### config.mk
export PLATFORM = sky130hd
export DESIGN_NAME = chroni_text_fetch
export DESIGN_NICKNAME = d
export VERILOG_FILES = /design/src/rtl/chroni_pkg.sv /design/src/rtl/chroni_pix_shifter.sv /design/src/rtl/chroni_text_fetch.sv
export SDC_FILE = /design/constraint.sdc
export NUM_CORES = 2
export LEC_CHECK = 0
export ABC_CLOCK_PERIOD_IN_PS = 9800
export CAP_MARGIN = 20
export CORE_ASPECT_RATIO = 1.5
export CORE_MARGIN = 2
export CORE_UTILIZATION = 66
export CTS_BUF_LIST = sky130_fd_sc_hd__clkbuf_4
export DETAILED_ROUTE_END_ITERATION = 6
export PLACE_DENSITY = 0.84
export SLEW_MARGIN = 20
export SYNTH_ARGS = -nofsm -noshare
export SYNTH_HDL_FRONTEND = slang
export SYNTH_HIERARCHICAL = 1
export SYNTH_SLANG_ARGS = --single-unit
### constraint.sdc
create_clock -name sys_clk -period 9.8 [get_ports sys_clk]
set_clock_uncertainty 0.15 [all_clocks]
set_input_delay 1.96 -clock sys_clk [delete_from_list [all_inputs] [get_ports sys_clk]]
set_output_delay 1.96 -clock sys_clk [all_outputs]
set_load 0.01 [all_outputs]
### src/rtl/chroni_pkg.sv
// Definitions shared by the chroni fetch engines: controller state codes,
// pixel width, default palette indices and the memory-fetch kind.
package chroni_pkg;

    localparam int PIX_W = 4;

    localparam logic [PIX_W-1:0] CHRONI_DEF_FG = 4'hF;
    localparam logic [PIX_W-1:0] CHRONI_DEF_BG = 4'h1;

    localparam logic [3:0] ST_IDLE     = 4'd0;
    localparam logic [3:0] ST_TXT_REQ  = 4'd1;
    localparam logic [3:0] ST_TXT_WAIT = 4'd2;
    localparam logic [3:0] ST_ATR_REQ  = 4'd3;
    localparam logic [3:0] ST_ATR_WAIT = 4'd4;
    localparam logic [3:0] ST_FNT_REQ  = 4'd5;
    localparam logic [3:0] ST_FNT_WAIT = 4'd6;
    localparam logic [3:0] ST_EMIT     = 4'd7;
    localparam logic [3:0] ST_DONE     = 4'd8;

    typedef enum logic [1:0] {
        FETCH_NONE,
        FETCH_TEXT,
        FETCH_ATTR,
        FETCH_FONT
    } fetch_kind_t;

    // Which memory stream a request state addresses; the bitmap fetcher reuses this.
    function automatic fetch_kind_t req_kind(input logic [3:0] st);
        case (st)
            ST_TXT_REQ: return FETCH_TEXT;
            ST_ATR_REQ: return FETCH_ATTR;
            ST_FNT_REQ: return FETCH_FONT;
            default:    return FETCH_NONE;
        endcase
    endfunction

endpackage

### src/rtl/chroni_pix_shifter.sv
// Serialises one glyph row into 8 palette-index pixel writes, MSB first,
// at consecutive line-buffer addresses; done marks the eighth write.
module chroni_pix_shifter
    import chroni_pkg::*;
#(
    parameter int PIX_AW = 11
) (
    input  logic              sys_clk,
    input  logic              reset_n,
    input  logic              start,
    input  logic [7:0]        glyph,
    input  logic [PIX_W-1:0]  fg,
    input  logic [PIX_W-1:0]  bg,
    input  logic [PIX_AW-1:0] base,
    output logic              wr_en,
    output logic [PIX_AW-1:0] wr_addr,
    output logic [PIX_W-1:0]  wr_data,
    output logic              done
);

    logic [7:0]        shift_q;
    logic [PIX_W-1:0]  fg_q;
    logic [PIX_W-1:0]  bg_q;
    logic [PIX_AW-1:0] base_q;
    logic [2:0]        k;
    logic              active;

    always_ff @(posedge sys_clk) begin
        if (!reset_n) begin
            shift_q <= '0;
            fg_q    <= '0;
            bg_q    <= '0;
            base_q  <= '0;
            k       <= '0;
            active  <= 1'b0;
        end else if (start) begin
            shift_q <= glyph;
            fg_q    <= fg;
            bg_q    <= bg;
            base_q  <= base;
            k       <= '0;
            active  <= 1'b1;
        end else if (active) begin
            shift_q <= {shift_q[6:0], 1'b0};
            k       <= k + 3'd1;
            if (k == 3'd7) begin
                active <= 1'b0;
            end
        end
    end

    assign wr_en   = active;
    assign wr_addr = base_q + PIX_AW'(k);
    assign wr_data = shift_q[7] ? fg_q : bg_q;
    assign done    = active && (k == 3'd7);

endmodule

### src/rtl/chroni_text_fetch.sv
// Scanline text renderer: fetches (or reuses cached) char codes and attributes,
// then one font row per column, and writes COLS*8 pixels into a line-buffer half.
module chroni_text_fetch
    import chroni_pkg::*;
#(
    parameter int               COLS      = 80,
    parameter int               FONT_ROWS = 8,
    parameter int               ADDR_W    = 16,
    parameter logic [PIX_W-1:0] DEF_FG    = CHRONI_DEF_FG,
    parameter logic [PIX_W-1:0] DEF_BG    = CHRONI_DEF_BG,
    localparam int              SCAN_W    = $clog2(FONT_ROWS),
    localparam int              PIX_AW    = $clog2(2 * COLS * 8),
    localparam int              COL_W     = (COLS > 1) ? $clog2(COLS) : 1
) (
    input  logic              sys_clk,
    input  logic              reset_n,
    input  logic              line_start,
    input  logic [ADDR_W-1:0] text_base,
    input  logic [ADDR_W-1:0] attr_base,
    input  logic [ADDR_W-1:0] font_base,
    input  logic [SCAN_W-1:0] scan,
    input  logic              fetch_text,
    input  logic              attr_en,
    input  logic              buf_sel,
    output logic [ADDR_W-1:0] addr_out,
    output logic              rd_req,
    input  logic              rd_ack,
    input  logic [7:0]        data_in,
    output logic              pix_wr_en,
    output logic [PIX_AW-1:0] pix_wr_addr,
    output logic [PIX_W-1:0]  pix_wr_data,
    output logic              busy,
    output logic              line_done,
    output logic              overrun
);

    logic [3:0]        state;
    logic [COL_W-1:0]  col;
    logic [ADDR_W-1:0] text_q;
    logic [ADDR_W-1:0] attr_q;
    logic [ADDR_W-1:0] font_q;
    logic [SCAN_W-1:0] scan_q;
    logic              attr_en_q;
    logic              buf_q;

    logic [7:0] code_cache [COLS];
    logic [7:0] attr_cache [COLS];

    logic              last_col;
    logic [ADDR_W-1:0] req_addr;
    logic [PIX_W-1:0]  cur_fg;
    logic [PIX_W-1:0]  cur_bg;
    logic [PIX_AW-1:0] pix_base;
    logic              shift_start;
    logic              shift_done;

    assign last_col    = (col == COL_W'(COLS - 1));
    assign cur_fg      = attr_en_q ? attr_cache[col][3:0] : DEF_FG;
    assign cur_bg      = attr_en_q ? attr_cache[col][7:4] : DEF_BG;
    assign pix_base    = (buf_q ? PIX_AW'(COLS * 8) : '0) + PIX_AW'({col, 3'b000});
    assign shift_start = (state == ST_FNT_WAIT) && rd_ack;

    always_comb begin
        req_addr = '0;
        case (req_kind(state))
            FETCH_TEXT: req_addr = text_q + ADDR_W'(col);
            FETCH_ATTR: req_addr = attr_q + ADDR_W'(col);
            FETCH_FONT: req_addr = font_q + (ADDR_W'(code_cache[col]) << SCAN_W) + ADDR_W'(scan_q);
            default:    req_addr = '0;
        endcase
    end

    always_ff @(posedge sys_clk) begin
        if (!reset_n) begin
            state     <= ST_IDLE;
            col       <= '0;
            rd_req    <= 1'b0;
            addr_out  <= '0;
            overrun   <= 1'b0;
            text_q    <= '0;
            attr_q    <= '0;
            font_q    <= '0;
            scan_q    <= '0;
            attr_en_q <= 1'b0;
            buf_q     <= 1'b0;
        end else begin
            overrun <= line_start && (state != ST_IDLE);
            case (state)
                ST_IDLE: begin
                    if (line_start) begin
                        text_q    <= text_base;
                        attr_q    <= attr_base;
                        font_q    <= font_base;
                        scan_q    <= scan;
                        attr_en_q <= attr_en;
                        buf_q     <= buf_sel;
                        col       <= '0;
                        state     <= fetch_text ? ST_TXT_REQ : ST_FNT_REQ;
                    end
                end
                ST_TXT_REQ: begin
                    addr_out <= req_addr;
                    rd_req   <= 1'b1;
                    state    <= ST_TXT_WAIT;
                end
                ST_ATR_REQ: begin
                    addr_out <= req_addr;
                    rd_req   <= 1'b1;
                    state    <= ST_ATR_WAIT;
                end
                ST_FNT_REQ: begin
                    addr_out <= req_addr;
                    rd_req   <= 1'b1;
                    state    <= ST_FNT_WAIT;
                end
                // The text pass walks every column once; the font pass restarts at column 0.
                ST_TXT_WAIT, ST_ATR_WAIT: begin
                    if (rd_ack) begin
                        rd_req <= 1'b0;
                        if (state == ST_TXT_WAIT && attr_en_q) begin
                            state <= ST_ATR_REQ;
                        end else if (last_col) begin
                            col   <= '0;
                            state <= ST_FNT_REQ;
                        end else begin
                            col   <= col + COL_W'(1);
                            state <= ST_TXT_REQ;
                        end
                    end
                end
                ST_FNT_WAIT: begin
                    if (rd_ack) begin
                        rd_req <= 1'b0;
                        state  <= ST_EMIT;
                    end
                end
                ST_EMIT: begin
                    if (shift_done) begin
                        if (last_col) begin
                            state <= ST_DONE;
                        end else begin
                            col   <= col + COL_W'(1);
                            state <= ST_FNT_REQ;
                        end
                    end
                end
                ST_DONE: state <= ST_IDLE;
                default: state <= ST_IDLE;
            endcase
        end
    end

    // Cache is deliberately not cleared by reset; a line after reset must refetch.
    always_ff @(posedge sys_clk) begin
        if (reset_n && rd_ack) begin
            if (state == ST_TXT_WAIT) begin
                code_cache[col] <= data_in;
            end
            if (state == ST_ATR_WAIT) begin
                attr_cache[col] <= data_in;
            end
        end
    end

    chroni_pix_shifter #(
        .PIX_AW (PIX_AW)
    ) u_shifter (
        .sys_clk (sys_clk),
        .reset_n (reset_n),
        .start   (shift_start),
        .glyph   (data_in),
        .fg      (cur_fg),
        .bg      (cur_bg),
        .base    (pix_base),
        .wr_en   (pix_wr_en),
        .wr_addr (pix_wr_addr),
        .wr_data (pix_wr_data),
        .done    (shift_done)
    );

    assign busy      = (state != ST_IDLE) && (state != ST_DONE);
    assign line_done = (state == ST_DONE);

endmodule

==> summary.txt <==
Clock network
  • Clock buffer depth: 4
  • Setup bufs post-CTS: 0
  • Clock Pin Slew Worst Setup and Hold Paths: 0.07 ns
  • Total CTS buffers: 309
  • Cts hold-fix bufs: 0
  • CTS sink count: 1,400
  • Post-cts repair resize count: 0
  • Worst skew pair latency: 1.20 ns
  • CTS H-tree depth: 5
  • TritonCTS clock tree: done
  • CTS root buf: clkbuf_4

Min path
  • Hold path start: text_q[3]
  • Hold depth: 2
  • Hold WC Path Type: reg2reg

STA
  • Max Clk Rate: 0.180 GHz
  • Max-slew violation count: 0
  • Final period demand of the worst path: 5.54 ns
  • RSZ-0062 raised after global routing: false
  • Worst relative slew slack: 15.6%
  • Worst-Margin Slew: 1.27 ns
  • Setup_tns: 0 ns
  • Final Hold Fails: 0
  • Setup violators final: 0
  • Hold slack: 0.321 ns
  • Final worst path period share: a little under three fifths

Logic synthesis
  • Number of synthesized flops with an enable pin: 1,280
  • Mapped Cells: 2,945
  • Share of the synthesized area in the top cell type: 68.8%
  • Synthesis warning total: 6
  • Sequential area share after synthesis: 73.1%
  • Cell area after synthesis: around 56,000 sq um
  • FFs w/ async S/R, synth: 0%
  • Yosys reg bits: 1,400
  • Top post-synthesis cells by area: edfxtp_1 69%, mux4_2 14%, dfxtp_1 4.3%
  • Main synth FF type: edfxtp_1
  • Yosys cell types: 68
  • Mapped Avg Cell Area: 19.0 sq um
  • Post-synth top area cell: edfxtp_1

Global routing
  • Initial antenna violation count: 3
  • Total GRT Usage: between 30 and 40%
  • First-pass GRT wire length: 197 mm
  • Vias in the first global route: between 30,000 and 40,000
  • Gr ovfl total: 0
  • Largest net degree at the start of global routing: 179

Setup path
  • WP data arrival: about 3.4 ns
  • Startpoint types: flop
  • Setup crit end kind: output port
  • Critical Path RT: 7.69 ns
  • R2R cell count: 14
  • CP cell instances: ha_1 -> inv_1 -> fa_1 -> and2b_1 -> o21ai_0 -> xnor2_1 -> clkdlybuf4s50_1
  • Crit path kind: reg2out
  • Slowest stage delay, CP: approximately 0.58 ns
  • Critical path origin: u_shifter/k[0]
  • CP Max Fanout: 4
  • Max stage delay cell, worst path: clkdlybuf4s50_1

Die
  • Row cnt: 130
  • Ports: ~100
  • Initial Utilization: roughly 67%
  • Die X: 242 um
  • Die Area: 87,100 sq um
  • Die height: 360 um
  • Total core area: 83,800 sq um

Route
  • Routed Antenna Nets: 0
  • Final wirelength: 132 mm
  • Via/cell ratio: ~6.7
  • Wire length per cell: around 29 um
  • Vias: between 30,000 and 40,000
  • Number of remaining DRC errors: 3
  • TritonRoute pass-1 iters: 7
  • Initial DRC count: about 3,900

Placement
  • GP Congestion: 0.888
  • Post-DP HPWL: between 80 and 90 mm
  • IO Port Bufs: 101
  • Inst Count DP: roughly 4,000

Pwr
  • VDD IR max: 0.000159 V
  • Pwr per Cell Area: ~210 nW/um^2
  • Leakage: roughly 19 nW

Finish
  • Fraction of layout cells with a size suffix above 1: approximately 25%
  • Synth-to-layout area growth: 9.92%
  • Final net count: 3,327
  • Fin util: 73.3%
  • Fin cells: 4,552

Job
  • Max-Cap Viols: 0

Status
  • Status: complete, but fails checks
  • Failing checks: DRC
cells in the final DEF (no fill, tap or decap), types with 6 or more instances in the layout:
cell	n
a211oi_1	19
a21boi_0	55
a21o_1	8
a21oi_1	34
a221o_1	7
a22o_1	12
a22oi_1	37
a31oi_1	14
and2_1	12
and3_1	7
buf_4	37
bufinv_16	6
clkbuf_4	421
clkdlybuf4s50_1	92
clkinv_1	65
clkinv_2	16
dfxtp_1	115
edfxtp_1	1280
ha_1	32
inv_1	15
mux2_2	13
mux2i_1	64
mux4_2	352
nand2_1	179
nand2b_1	17
nand3_1	52
nand4_1	12
nor2_1	197
nor2b_1	57
nor3_1	15
o21ai_0	32
o22ai_1	22
xnor2_1	18
xor2_1	25
logic make-up after synthesis:
logic type,Yosys count,share of synthesized area (%)
and+or+nand+nor,580,4.71
xor gates and xnor gates,43,0.674
adders and majority gates,35,0.824
DFF,1400,73.1
other,1,0.00671
muxes,429,15.6
AOI/OAI and AO/OA,277,3.47
buffers and inverters,180,1.65
state kept, by name (all words and copies together) (netlist names), named ones only:
signal             flops
buf_q                  1
scan_q                 3
u_shifter/fg_q         4
attr_cache           640
text_q                16
u_shifter/k            3
u_shifter/base_q      11
overrun                1
attr_q                16
u_shifter/wr_en        1
u_shifter/bg_q         4
u_shifter/shift_q      8
state                  4
code_cache           640
col                    7
rd_req                 1
addr_out              16
font_q                16
attr_en_q              1
synthesized netlist by cell type, drive strengths merged, types with 5 or more instances:
| master | n |
|---|---|
| buf | 83 |
| o21ai | 34 |
| nand4 | 12 |
| nand2 | 179 |
| nor2 | 199 |
| xor2 | 25 |
| mux2 | 13 |
| inv | 15 |
| clkbuf | 82 |
| mux4 | 352 |
| a221o | 7 |
| or3 | 5 |
| nand2b | 17 |
| a21o | 8 |
| a22oi | 37 |
| a21boi | 55 |
| nor2b | 57 |
| nand3 | 53 |
| and2 | 12 |
| o211ai | 5 |
| o22ai | 22 |
| nand3b | 5 |
| a22o | 12 |
| nor3 | 15 |
| a31oi | 14 |
| dfxtp | 120 |
| xnor2 | 18 |
| and3 | 8 |
| a211oi | 20 |
| mux2i | 64 |
| ha | 32 |
| edfxtp | 1280 |
| a21oi | 34 |
through the flow:
stage / power (mW) / cell area, sq um / setup WS, ns
2_1_floorplan: 8.19 / 55900 / 5.60
3_3_place_gp: 8.66 / 57700 / 3.95
3_5_place_dp: 8.73 / 57700 / 3.78
4_1_cts: 13.0 / 61400 / 4.12
5_1_grt: 13.4 / 61400 / 4.01
6_report: 12.9 / 61400 / 4.26
final timing paths:
kind	slack, ns	to
worst min register to register	0.32	text_q[3]
worst max-delay path	4.26	pix_wr_addr[4]
worst min-delay path	0.32	text_q[3]
worst max register to register	4.35	addr_out[14]
routing by layer:
metal,GRT usage [%],vias to the layer above,part of all wire [%]
li1,-,12600,-
met1,38.4,15300,33
met2,51.4,2161,51
met3,7.40,382,11
met4,15.5,0,5.0
met5,0,-,0
layout make-up:
class,count,area (sq um)
inverter,15,56.3
tap,1122,1400
clock buffer,421,3160
sequential,1400,40900
antenna,3,7.51
timing repair buffer,133,1270
multi-input combinational,1367,14200
fill,4609,22300
clock inverter,91,519
report_power, final:
part	leakage, nW	switching (mW)	internal, mW
Clock	2.20	2.17	2.15
Sequential	12.5	0.111	6.57
Combinational	4.41	1.06	0.873
Total	19.1	3.34	9.59
critical path, delay by kind of cell, from the launching register on:
| kind | cells | cell delay, ns |
|---|---|---|
| AND/OR/NAND/NOR | 1 | 0.28 |
| AO/OA/AOI/OAI | 1 | 0.14 |
| flip-flops | 1 | 0.40 |
| XOR/XNOR | 1 | 0.20 |
| adder cells (fa/ha/maj) | 2 | 0.59 |
| buffers and inverters | 2 | 0.64 |
Power figures use the tool's default switching activity.
